<file path="src/rtl/sonar_pkg.sv">
// Shared types and constants for the sonar position encoder and its echo timers.
package sonar_pkg;
  localparam int IDX_W = 5;
  localparam logic [IDX_W-1:0] LED_BLANK = 5'd8;

  typedef enum logic [3:0] {
    S_IDLE, S_TRIG_X, S_RISE_X, S_MEAS_X, S_TRIG_Y, S_RISE_Y, S_MEAS_Y, S_PUBLISH, S_WAIT
  } state_e;

  typedef enum logic [1:0] {TP_IDLE, TP_LOW, TP_RISE, TP_MEAS} timer_phase_e;
endpackage

</file>
<file path="src/rtl/echo_timer.sv">
// One sensor axis: echo synchroniser, rise wait with timeout, and divider-free distance binning.
module echo_timer
  import sonar_pkg::*;
#(
  parameter int BIN_CYCLES   = 14500,
  parameter int NBINS        = 8,
  parameter int RISE_TIMEOUT = 50000
) (
  input  logic             clk,
  input  logic             reset,
  input  logic             echo,
  input  logic             arm,
  output logic             meas,
  output logic             done,
  output logic             valid,
  output logic [IDX_W-1:0] bin
);
  localparam int TW = $clog2(RISE_TIMEOUT + 1);
  localparam int SW = $clog2(BIN_CYCLES + 1);
  localparam int BW = $clog2(NBINS + 1);

  timer_phase_e  phase, phase_n;
  logic [1:0]    sync;
  logic          echo_s;
  logic [TW-1:0] tcnt;
  logic [SW-1:0] sub;
  logic [BW-1:0] bcnt;
  logic          fin, fin_valid, rise, wrap;

  assign echo_s = sync[1];
  assign meas   = (phase == TP_MEAS);

  // A leftover high echo is not a rise: TP_LOW must see it drop before TP_RISE arms.
  always_comb begin
    phase_n   = phase;
    fin       = 1'b0;
    fin_valid = 1'b0;
    rise      = 1'b0;
    wrap      = 1'b0;
    case (phase)
      TP_IDLE: if (arm) phase_n = TP_LOW;
      TP_LOW, TP_RISE: begin
        if (phase == TP_RISE && echo_s) begin
          rise    = 1'b1;
          phase_n = TP_MEAS;
        end else if (tcnt == TW'(RISE_TIMEOUT - 1)) begin
          fin     = 1'b1;
          phase_n = TP_IDLE;
        end else if (phase == TP_LOW && !echo_s) begin
          phase_n = TP_RISE;
        end
      end
      TP_MEAS: begin
        if (!echo_s) begin
          fin       = 1'b1;
          fin_valid = 1'b1;
          phase_n   = TP_IDLE;
        end else if (sub == SW'(BIN_CYCLES - 1)) begin
          wrap = 1'b1;
          if (bcnt == BW'(NBINS - 1)) begin
            fin     = 1'b1;
            phase_n = TP_IDLE;
          end
        end
      end
      default: phase_n = TP_IDLE;
    endcase
  end

  // The rise cycle itself counts as the first high cycle, so width W lands in bin W/BIN_CYCLES.
  always_ff @(posedge clk) begin
    if (reset) begin
      sync  <= '0;
      phase <= TP_IDLE;
      tcnt  <= '0;
      sub   <= '0;
      bcnt  <= '0;
      done  <= 1'b0;
      valid <= 1'b0;
      bin   <= '0;
    end else begin
      sync  <= {sync[0], echo};
      phase <= phase_n;
      done  <= fin;
      if (fin) begin
        valid <= fin_valid;
        bin   <= IDX_W'(bcnt);
      end
      tcnt <= (phase == TP_LOW || phase == TP_RISE) ? tcnt + 1'b1 : '0;
      if (rise) begin
        sub  <= SW'(1);
        bcnt <= '0;
      end else if (wrap) begin
        sub  <= '0;
        bcnt <= bcnt + 1'b1;
      end else if (phase == TP_MEAS) begin
        sub <= sub + 1'b1;
      end
    end
  end
endmodule

</file>
<file path="src/rtl/sonar_position_encoder.sv">
// Sequences X then Y sonar pings each frame and publishes the quantised (x, y) LED cell.
module sonar_position_encoder
  import sonar_pkg::*;
#(
  parameter int TRIG_CYCLES  = 500,
  parameter int BIN_CYCLES   = 14500,
  parameter int NBINS        = 8,
  parameter int RISE_TIMEOUT = 50000,
  parameter int FRAME_CYCLES = 3000000
) (
  input  logic             clk,
  input  logic             reset,
  input  logic             echo_x,
  input  logic             echo_y,
  output logic             trig_x,
  output logic             trig_y,
  output logic [IDX_W-1:0] led_x,
  output logic [IDX_W-1:0] led_y,
  output logic             update,
  output logic             no_target
);
  localparam int FW  = $clog2(FRAME_CYCLES + 1);
  localparam int TCW = $clog2(TRIG_CYCLES + 1);

  state_e           state, next;
  logic [FW-1:0]    frame_cnt;
  logic [TCW-1:0]   trig_cnt;
  logic             trig_last, frame_last, both_valid;
  logic             meas_x, meas_y, done_x, done_y, valid_x, valid_y;
  logic [IDX_W-1:0] bin_x, bin_y;

  assign trig_last  = (trig_cnt == TCW'(TRIG_CYCLES - 1));
  assign frame_last = (frame_cnt == FW'(FRAME_CYCLES - 1));
  assign both_valid = valid_x && valid_y;

  echo_timer #(.BIN_CYCLES(BIN_CYCLES), .NBINS(NBINS), .RISE_TIMEOUT(RISE_TIMEOUT)) u_timer_x (
    .clk(clk), .reset(reset), .echo(echo_x), .arm(state == S_TRIG_X && trig_last),
    .meas(meas_x), .done(done_x), .valid(valid_x), .bin(bin_x)
  );

  echo_timer #(.BIN_CYCLES(BIN_CYCLES), .NBINS(NBINS), .RISE_TIMEOUT(RISE_TIMEOUT)) u_timer_y (
    .clk(clk), .reset(reset), .echo(echo_y), .arm(state == S_TRIG_Y && trig_last),
    .meas(meas_y), .done(done_y), .valid(valid_y), .bin(bin_y)
  );

  always_comb begin
    next = state;
    case (state)
      S_IDLE:    next = S_TRIG_X;
      S_TRIG_X:  if (trig_last) next = S_RISE_X;
      S_RISE_X:  if (done_x) next = S_TRIG_Y; else if (meas_x) next = S_MEAS_X;
      S_MEAS_X:  if (done_x) next = S_TRIG_Y;
      S_TRIG_Y:  if (trig_last) next = S_RISE_Y;
      S_RISE_Y:  if (done_y) next = S_PUBLISH; else if (meas_y) next = S_MEAS_Y;
      S_MEAS_Y:  if (done_y) next = S_PUBLISH;
      S_PUBLISH: next = frame_last ? S_TRIG_X : S_WAIT;
      S_WAIT:    if (frame_last) next = S_TRIG_X;
      default:   next = S_IDLE;
    endcase
  end

  // Frame counter restarts on every TRIG_X entry and saturates so an overlong frame skips WAIT.
  always_ff @(posedge clk) begin
    if (reset) begin
      state     <= S_IDLE;
      frame_cnt <= '0;
      trig_cnt  <= '0;
      trig_x    <= 1'b0;
      trig_y    <= 1'b0;
      led_x     <= LED_BLANK;
      led_y     <= LED_BLANK;
      update    <= 1'b0;
      no_target <= 1'b0;
    end else begin
      state <= next;
      if (next == S_TRIG_X && state != S_TRIG_X) frame_cnt <= '0;
      else if (!frame_last)                      frame_cnt <= frame_cnt + 1'b1;
      trig_cnt <= ((state == S_TRIG_X || state == S_TRIG_Y) && !trig_last) ? trig_cnt + 1'b1 : '0;
      trig_x   <= (next == S_TRIG_X);
      trig_y   <= (next == S_TRIG_Y);
      update   <= (next == S_PUBLISH);
      if (next == S_PUBLISH) begin
        no_target <= !both_valid;
        led_x     <= both_valid ? bin_x : LED_BLANK;
        led_y     <= both_valid ? bin_y : LED_BLANK;
      end
    end
  end
endmodule
</file>
<file path="config.mk">
export PLATFORM = sky130hd
export DESIGN_NAME = sonar_position_encoder
export DESIGN_NICKNAME = d
export VERILOG_FILES = /design/src/rtl/sonar_pkg.sv /design/src/rtl/echo_timer.sv /design/src/rtl/sonar_position_encoder.sv
export SDC_FILE = /design/constraint.sdc
export NUM_CORES = 1
export LEC_CHECK = 0
export CAP_MARGIN = 20
export CORE_MARGIN = 8
export CORE_UTILIZATION = 52
export DETAILED_ROUTE_END_ITERATION = 12
export PLACE_DENSITY = 0.78
export SLEW_MARGIN = 20
export SYNTH_ARGS = -nofsm -noshare
export SYNTH_HDL_FRONTEND = slang
export SYNTH_HIERARCHICAL = 1
export SYNTH_SLANG_ARGS = --single-unit
export TNS_END_PERCENT = 10
</file>
<file path="constraint.sdc">
create_clock -name clk -period 2.5 [get_ports clk]
set_clock_uncertainty 0.05 [all_clocks]
set_input_delay 0.5 -clock clk [delete_from_list [all_inputs] [get_ports clk]]
set_output_delay 0.5 -clock clk [all_outputs]
set_load 0.01 [all_outputs]
</file>
* After elaboration in Yosys (flattened, before gate mapping)
Index checks and enable logic that the tools add are counted.
Word-level totals: latch bits 0, memories 0, output and inout port bits 14, memory bits (writable) 0, word-level logic and storage cells 166, register bits 137, bits in read-only memories 0
Cells by class: $mul 0, div/mod/pow operators 0, muxes and demuxes 61, reductions and logical operators 33, add/subtract/negate cells 8, shift operators 0, bitwise operators 3, equality and inequality tests 34, $lt $le $gt $ge 0
Operator list (count):
- $mux 4 | 12
- $pmux 4 s9 | 1
- $add 16x1->16 const B | 2
- $eq 16x16->1 const B | 2
- $eq 4x3->1 const B | 8
- $mux 1 | 30
- $add 14x1->14 const B | 2
- $eq 14x14->1 const B | 2
- $mux 2 | 14
- $add 22x1->22 const B | 1
- $eq 22x22->1 const B | 1
- $reduce_or 2->1 | 8
- $ne 3x3->1 const B | 4
- $ne 4x1->1 const B | 3
- $pmux 2 s3 | 2
- $add 9x1->9 const B | 1
- $eq 9x9->1 const B | 1
- $logic_and 1x1->1 | 9
- $add 4x1->4 const B | 2
- $eq 2x2->1 const B | 4
- $eq 4x1->1 const B | 2
- $eq 4x2->1 const B | 2
- $reduce_and 4->1 | 2
- $reduce_bool 3->1 | 2
- other kinds (10) | 22

* Depth between registers and ports, before layout
Gate-level depths: netlist of the first run.
depth after elaboration 7, gate-level depth with buffers 8

* Hierarchy
Netlist of the first run, hierarchy kept.
By module, submodules not included:
- sonar_position_encoder | area an instance 2308.5 um2, cells an instance 260, times used 1, seq. area each 980.9 um2
- echo_timer (u_timer_x) | area an instance 2112.0 um2, cells an instance 226, times used 1, seq. area each 880.8 um2
- echo_timer (u_timer_y) | area an instance 2093.3 um2, cells an instance 233, times used 1, seq. area each 880.8 um2

* Least setup slack after synthesis of the first run
OpenSTA, ideal clock, no wires.
path type flip-flop to flip-flop, from register state[2], to register frame_cnt[5], cell stages (with the launch flop) 8, library setup time 0.130 ns, path buffers 2, arrival 1.847 ns, setup slack 0.473 ns, required time 2.320 ns, cell sequence dfxtp_1 buf_6 or4b_1 o31a_1 o311a_4 a31oi_4 buf_6 a211oi_2
Between the ends: word-level cells in the longest chain between the ends 6
RTL lines:
- start, declared | RTL line sonar_position_encoder.sv:25 | state_e state, next;
- start signal, assigned | RTL line sonar_position_encoder.sv:75 | state <= next;
- $mux 4 (on tied branches) (2 in series) | RTL line sonar_position_encoder.sv:54, sonar_position_encoder.sv:51
- $pmux 4 s9 | RTL line sonar_position_encoder.sv:48 | case (state)
- $eq 4x1->1 | RTL line sonar_position_encoder.sv:76 | if (next == S_TRIG_X && state != S_TRIG_X) frame_cnt <= '0;
- $logic_and 1x1->1 (*) | RTL line sonar_position_encoder.sv:76
- $reduce_or 2->1 (no line) (*)
- end signal, assigned | RTL line sonar_position_encoder.sv:77 | else if (!frame_last) frame_cnt <= frame_cnt + 1'b1;
- end, declared | RTL line sonar_position_encoder.sv:26 | logic [FW-1:0] frame_cnt;
Mark *: on every way between the ends. The rest lies on a longest branch, timed or not. A chain may end at the register's enable or synchronous reset.

* Final worst setup path of the first run
from register frame_cnt[0], to register frame_cnt[2]
Between the ends: word-level cells in the longest chain between the ends 6
RTL lines:
- $eq 22x22->1 | RTL line sonar_position_encoder.sv:33 | assign frame_last = (frame_cnt == FW'(FRAME_CYCLES - 1));
- $mux 4 (on tied branches) | RTL line sonar_position_encoder.sv:57, sonar_position_encoder.sv:56
- $pmux 4 s9 | RTL line sonar_position_encoder.sv:48
- $eq 4x1->1 | RTL line sonar_position_encoder.sv:76
- $logic_and 1x1->1 | RTL line sonar_position_encoder.sv:76
- $reduce_or 2->1 (no line)
Several ways; a longest one is shown, not always the timed one.

==> results of run 1 <==
-- per-layer routing --
metal / vias to the layer above / wire, um / global-route usage (%) / part of all wire, %
met3: 15 / 446 / 4.03 / 3.6
li1: 2493 / - / - / -
met2: 78 / 5990 / 27.3 / 49
met5: - / 0 / 0 / 0
met4: 0 / 188 / 6.29 / 1.5
met1: 2406 / 5640 / 18.6 / 46
-- cells in the final DEF (no fill, tap or decap), drive strengths merged, types with 4 or more instances in the layout --
cell and instances:
dfxtp 137, and3 15, nor2b 10, ha 16, clkinvlp 4, nor2 121, nor3 14, and4b 6
inv 21, nand2 44, o21ai 14, a211oi 4, nand4 28, and2 4, nand2b 29, nor4 6
bufinv 4, clkdlybuf4s50 17, mux2i 13, clkinv 7, buf 7, or3 4, nand3 38, a31oi 5
clkbuf 17, nor4b 5, and4 10, a21oi 16, xnor2 31, or2 4, xor2 52
-- worst register-to-register path, cell delays in order (launching register included) --
cell,delay (ns)
dfxtp_1,0.40
ha_1,0.23
nand3_1,0.11
or3_1,0.44
o311a_4,0.35
a31oi_4,0.21
buf_12,0.21
nor3_1,0.08
-- worst max path at each step --
stage                  from                end  slack [ns]  depth (start not counted)
4_1_cts        frame_cnt[0]       frame_cnt[2]        0.31                          7
5_1_grt        frame_cnt[0]       frame_cnt[2]        0.18                          7
2_1_floorplan      state[2]       frame_cnt[5]        0.47                          7
3_5_place_dp   frame_cnt[0]       frame_cnt[2]        0.35                          7
3_3_place_gp          reset  u_timer_y/sub[11]        0.40                          5
6_report       frame_cnt[0]       frame_cnt[2]        0.31                          7
-- power by group through the flow --
stage          sequential (W)  combinational (W)  clock, W
3_5_place_dp          0.00229           0.000245         0
5_1_grt               0.00224           0.000277   0.00275
3_3_place_gp          0.00228           0.000231         0
6_report              0.00224           0.000246   0.00262
2_1_floorplan         0.00228           0.000193         0
4_1_cts               0.00224           0.000247   0.00266
-- through the flow --
step	instance area, um^2	total power [W]
floorplan	6510	0.00247
global placement	6820	0.00252
detailed placement	6820	0.00253
CTS	7450	0.00515
global route	7450	0.00527
finish	7450	0.00510
-- layout make-up --
class | instances | area [um^2] | share of cell area [%]
multi-input cells | 532 | 3540 | 47.5
flip-flops and latches | 137 | 2740 | 36.8
clock buffers | 17 | 425 | 5.71
repair buffers | 24 | 248 | 3.33
well taps | 172 | 215 | 2.89
clock inverters | 15 | 200 | 2.69
inverters | 21 | 78.8 | 1.06
-- kinds of logic (layout without fill, tap and decap cells) --
| family | Yosys count | in the layout | share of synthesized area (%) |
|---|---|---|---|
| AOI/OAI and AO/OA | 59 | 59 | 7.09 |
| xor gates and xnor gates | 83 | 83 | 11.2 |
| adders and majority gates | 16 | 16 | 3.07 |
| buffers and inverters | 50 | 77 | 3.59 |
| DFF | 137 | 137 | 42.1 |
| muxes | 13 | 13 | 2.00 |
| other | 2 | 2 | 0.115 |
| and+or+nand+nor | 359 | 359 | 30.9 |
-- registers in the layout, indices dropped and copies added, names as in the netlist, 2 cells and up --
| signal | flops |
|---|---|
| frame_cnt | 22 |
| u_timer_x/tcnt | 16 |
| u_timer_y/tcnt | 16 |
| u_timer_x/sub | 14 |
| u_timer_y/sub | 14 |
| trig_cnt | 9 |
| led_x | 5 |
| led_y | 5 |
| state | 4 |
| u_timer_x/bcnt | 4 |
| u_timer_x/bin | 4 |
| u_timer_y/bcnt | 4 |
| u_timer_y/bin | 4 |
| u_timer_x/phase | 2 |
| u_timer_x/sync | 2 |
| u_timer_y/phase | 2 |
| u_timer_y/sync | 2 |
==> reports/metrics.yaml, run 1 <==
clock_network:
  cts_inserted_buffers: 17
  cts_buffer_depth: 2
  holdBufCountCts: 0
  post-cts-setup-buffer-count: 0
  worst_skew_pair.late_latency_ns: 0.41
  cts_resized: 0
  cts-root-buf: "clkbuf_16"
  htreeDepth: 4
  clk_pin_slew_ns: 0.05
  cts_sinks: 137
  cts_tree: "yes"
place:
  place_congestion: 0.877
  place_hpwl_um: 8580
  placed_cells: 886
  io_buffers: 17
  place_ws_ns: 0.351
setup_path:
  r2r_cells: 7
  timing.rr.end: "frame_cnt[2]"
  path_buf_inv: 1
  reg2reg_from: "frame_cnt[0]"
  rrSetupSlack_ns: 0.31
  slowest_stage: "or3_1"
  startpoint_type: "flop"
  worstPathArrival_ns: 2.43
  worstPathRequired_ns: 2.74
  worstSetupPathType: "flop to flop"
  path_cells: "ha_1, nand3_1, or3_1, o311a_4, a31oi_4, buf_12, nor3_1"
  cp_slowest_stage_delay_ns: 0.44
  cp_top_family: "simple AND/OR/NAND/NOR gates"
  worstSetupEndpointType: "flop"
  critPathMaxFanout: 22
layout:
  drive_above_1_share_pct: 11.4
  antenna_cells: 0
  num-fill-cells: 1050
  areaGrowthSynthToFinish_pct: 14.3
  fin_nets: 753
  finalNonFillerCells: 918
  post-route-util_pct: 60.0
synthesis:
  synth_flop_cell: "dfxtp_1"
  ys_types: 76
  synth_top_cell_area_share_pct: 42.1
  synth_nets: 739
  yosysSeqAreaShare_pct: 42.1
  synthTopCellsByArea: "dfxtp_1, xor2_1, nor2_1"
  syn_area_per_cell_um2: 9.06
  synth_top_cell_by_area: "dfxtp_1"
  yosysMostFrequentCell: "dfxtp_1"
  ys_ff_latch: 137
  synth_area_um2: 6510
  synth_commonest_cells: "dfxtp_1, nor2_1, xor2_1"
  synthArstFlopShare_pct: 0
  synth_edf_count: 0
  syn_inst: 719
  synth_warnings: 6
power_and_ir_drop:
  p_leak_nw: 2.66
  p_int_w: 0.00398
  ir_worst_vdd_v: 0.000478
  p_per_area_nw_per_um2: 685
  power_frac_clock_pct: 51.3
  p_switching_w: 0.00112
  switching_share_pct: 22.0
  combPwrFrac_pct: 4.8
  seqPwrFrac_pct: 43.9
detailed_routing:
  drt_iter0_drc: 319
  vias: 4992
  ant_nets: 0
  via_per_inst: 5.44
  drc: 0
  wire_per_inst_um: 13.4
  first_pass_iters: 4
  totalWireLength_um: 12300
sta:
  setup_violations: 0
  worst_slack_ns: 0.314
  slew_viol_final: 0
  hold_violations: 0
  relSlewSlack_pct: 51.2
  finalSetupTns_ns: 0
  rsz0062_at_grt: "false"
  holdWs_ns: 0.383
  timing.fmax_mhz: 458
  period_needed_ns: 2.19
  worst_slew_pin_slew_ns: 0.726
  fin_crit_sh_pct: 87.4
min_path:
  hold_depth: 1
  holdPathEnd: "u_timer_y/sync[1]"
  hp-start: "u_timer_y/sync[0]"
  hold_path.class: "flop to flop"
grt:
  grt_pass1_wl_um: 21900
  antenna_found_initial: 0
  gr-usage-all-layers_pct: 15.9
  grt_pass1_vias: 4947
  grt_max_degree: 51
  overflow: 0
floorplan:
  die_w_um: 128
  dieArea_um2: 16400
  die_h_um: 128
  core.rowCount: 41
  core_area_um2: 12400
  io-pin-count: 18
  initial_utilization_pct: 52.5
outcome:
  status: "finished clean"
flow_run:
  drv_cap: 0
Power figures use the tool's default switching activity.
==> run 2: changes to the inputs <==
--- a/config.mk
+++ b/config.mk
@@ -10,6 +10,7 @@
 export CORE_UTILIZATION = 52
 export DETAILED_ROUTE_END_ITERATION = 12
 export PLACE_DENSITY = 0.78
+export SETUP_SLACK_MARGIN = 0.5
 export SLEW_MARGIN = 20
 export SYNTH_ARGS = -nofsm -noshare
 export SYNTH_HDL_FRONTEND = slang
==> reports/metrics.yaml, run 2 (synthesis gave the netlist of run 1 again) <==
sta:
  setup_violations: 0
  timing.fmax_mhz: 500
  relSlewSlack_pct: 54.0
  finalSetupTns_ns: 0
  slew_viol_final: 0
  period_needed_ns: 2.00
  rsz0062_at_grt: "true"
  fin_crit_sh_pct: 80.0
  worst_slew_pin_slew_ns: 0.690
  hold_violations: 0
detailed_routing:
  drt_iter0_drc: 351
  met3_length_um: 584
  totalWireLength_um: 13400
  vias: 5020
  drc: 0
  ant_nets: 0
  via_per_inst: 5.35
  wire_per_inst_um: 14.3
  first_pass_iters: 5
  wl_met1_um: 5820
  top_layer: "met4"
  route.met2.wl_um: 6790
grt:
  grt_pass1_wl_um: 22500
  gr-usage-all-layers_pct: 16.8
  overflow: 0
  antenna_found_initial: 0
  grt_pass1_vias: 4905
  grt_max_degree: 31
clock_network:
  cts_tree: "yes"
  clk_pin_slew_ns: 0.06
  cts_inserted_buffers: 17
  worst_skew_pair.late_latency_ns: 0.42
  htreeDepth: 4
  cts_buffer_depth: 2
  cts-root-buf: "clkbuf_16"
  cts_sinks: 137
floorplan:
  core.rowCount: 41
  io-pin-count: 18
  core_area_um2: 12400
  die_h_um: 128
  die_w_um: 128
  initial_utilization_pct: 52.5
  dieArea_um2: 16400
setup_path:
  worstSetupPathType: "flop to flop"
  slowest_stage: "or4b_1"
  cp_slowest_stage_delay_ns: 0.50
  critPathMaxFanout: 5
  startpoint_type: "flop"
  worstSetupEndpointType: "flop"
  worstPathArrival_ns: 2.25
  path_cells: "or4b_1, o31a_1, o311a_4, and2_4, nor4_2"
  worstPathRequired_ns: 2.75
place:
  place_congestion: 0.874
  placed_cells: 890
  place_area_um2: 6850
  io_buffers: 17
  place_hpwl_um: 8750
layout:
  finalNonFillerCells: 939
  post-route-util_pct: 63.7
  layout_commonest_cell: "dfxtp_1"
  areaGrowthSynthToFinish_pct: 21.4
  final_cell_area_um2: 7910
  antenna_cells: 0
  top_register: "frame_cnt"
  fin_nets: 774
  drive_above_1_share_pct: 16.8
  layout_common_cells: "dfxtp_1, nor2_1, xor2_1"
  largest_reg_flops: 22
  largestRegisters: "frame_cnt x22, u_timer_x/tcnt x16, u_timer_y/tcnt x16"
power_and_ir_drop:
  total_power_w: 0.00553
  ir_worst_vdd_v: 0.000492
  p_per_area_nw_per_um2: 699
  p_leak_nw: 2.84
outcome:
  status: "finished clean"
flow_run:
  drv_cap: 0
min_path:
  hold_path.class: "flop to flop"
## run 2: per-stage QoR
step | hold WS, ns | worst slack (ns)
6_report | 0.390 | 0.499
5_1_grt | 0.411 | 0.450
4_1_cts | 0.398 | 0.483
3_5_place_dp | 0.377 | 0.263
2_1_floorplan | 0.364 | 0.519
3_3_place_gp | 0.368 | 0.336
## run 2: report_power, final
group          internal [W]  switching, W
clock               0.00209      0.000917
combinational      0.000118      0.000161
sequential          0.00221     0.0000278
## run 2: area by class of cell
| class | count | area [um^2] |
|---|---|---|
| Clock inverter | 13 | 272 |
| Inverter | 21 | 78.8 |
| Multi-Input combinational cell | 532 | 3680 |
| Clock buffer | 19 | 443 |
| Tap cell | 172 | 215 |
| Sequential cell | 137 | 2770 |
| Timing Repair Buffer | 45 | 454 |
| Fill cell | 982 | 4510 |
## run 2: worst paths after layout
kind | start | endpoint | slack [ns] | depth (start not counted)
worst max-delay path | state[0] | update | 0.50 | 5
worst min-delay path | u_timer_x/sync[0] | u_timer_x/sync[1] | 0.39 | 1
worst max register to register | state[0] | update | 0.50 | 5
worst min register to register | u_timer_x/sync[0] | u_timer_x/sync[1] | 0.39 | 1
## run 2: metal layers
layer	global-route usage, %	vias up
met5	0	-
met4	6.71	0
met3	4.70	22
met2	28.7	88
met1	19.5	2374
li1	-	2536
## run 2: worst max-delay path, delay by kind of cell, from the launching register on
family           cells  cell delay [ns]
AO/OA/AOI/OAI        2             0.47
flip-flops           1             0.35
AND/OR/NAND/NOR      3             1.01
## run 2: what timing repair did
| item | in CTS | in global routing |
|---|---|---|
| setup endpoints to repair | 26 | 43 |
| gates resized for setup | 20 | 18 |
| gates cloned | 1 | 0 |
| hold buffers | 0 | 0 |
| pin swaps | 7 | 4 |
| setup buffers | 11 | 5 |
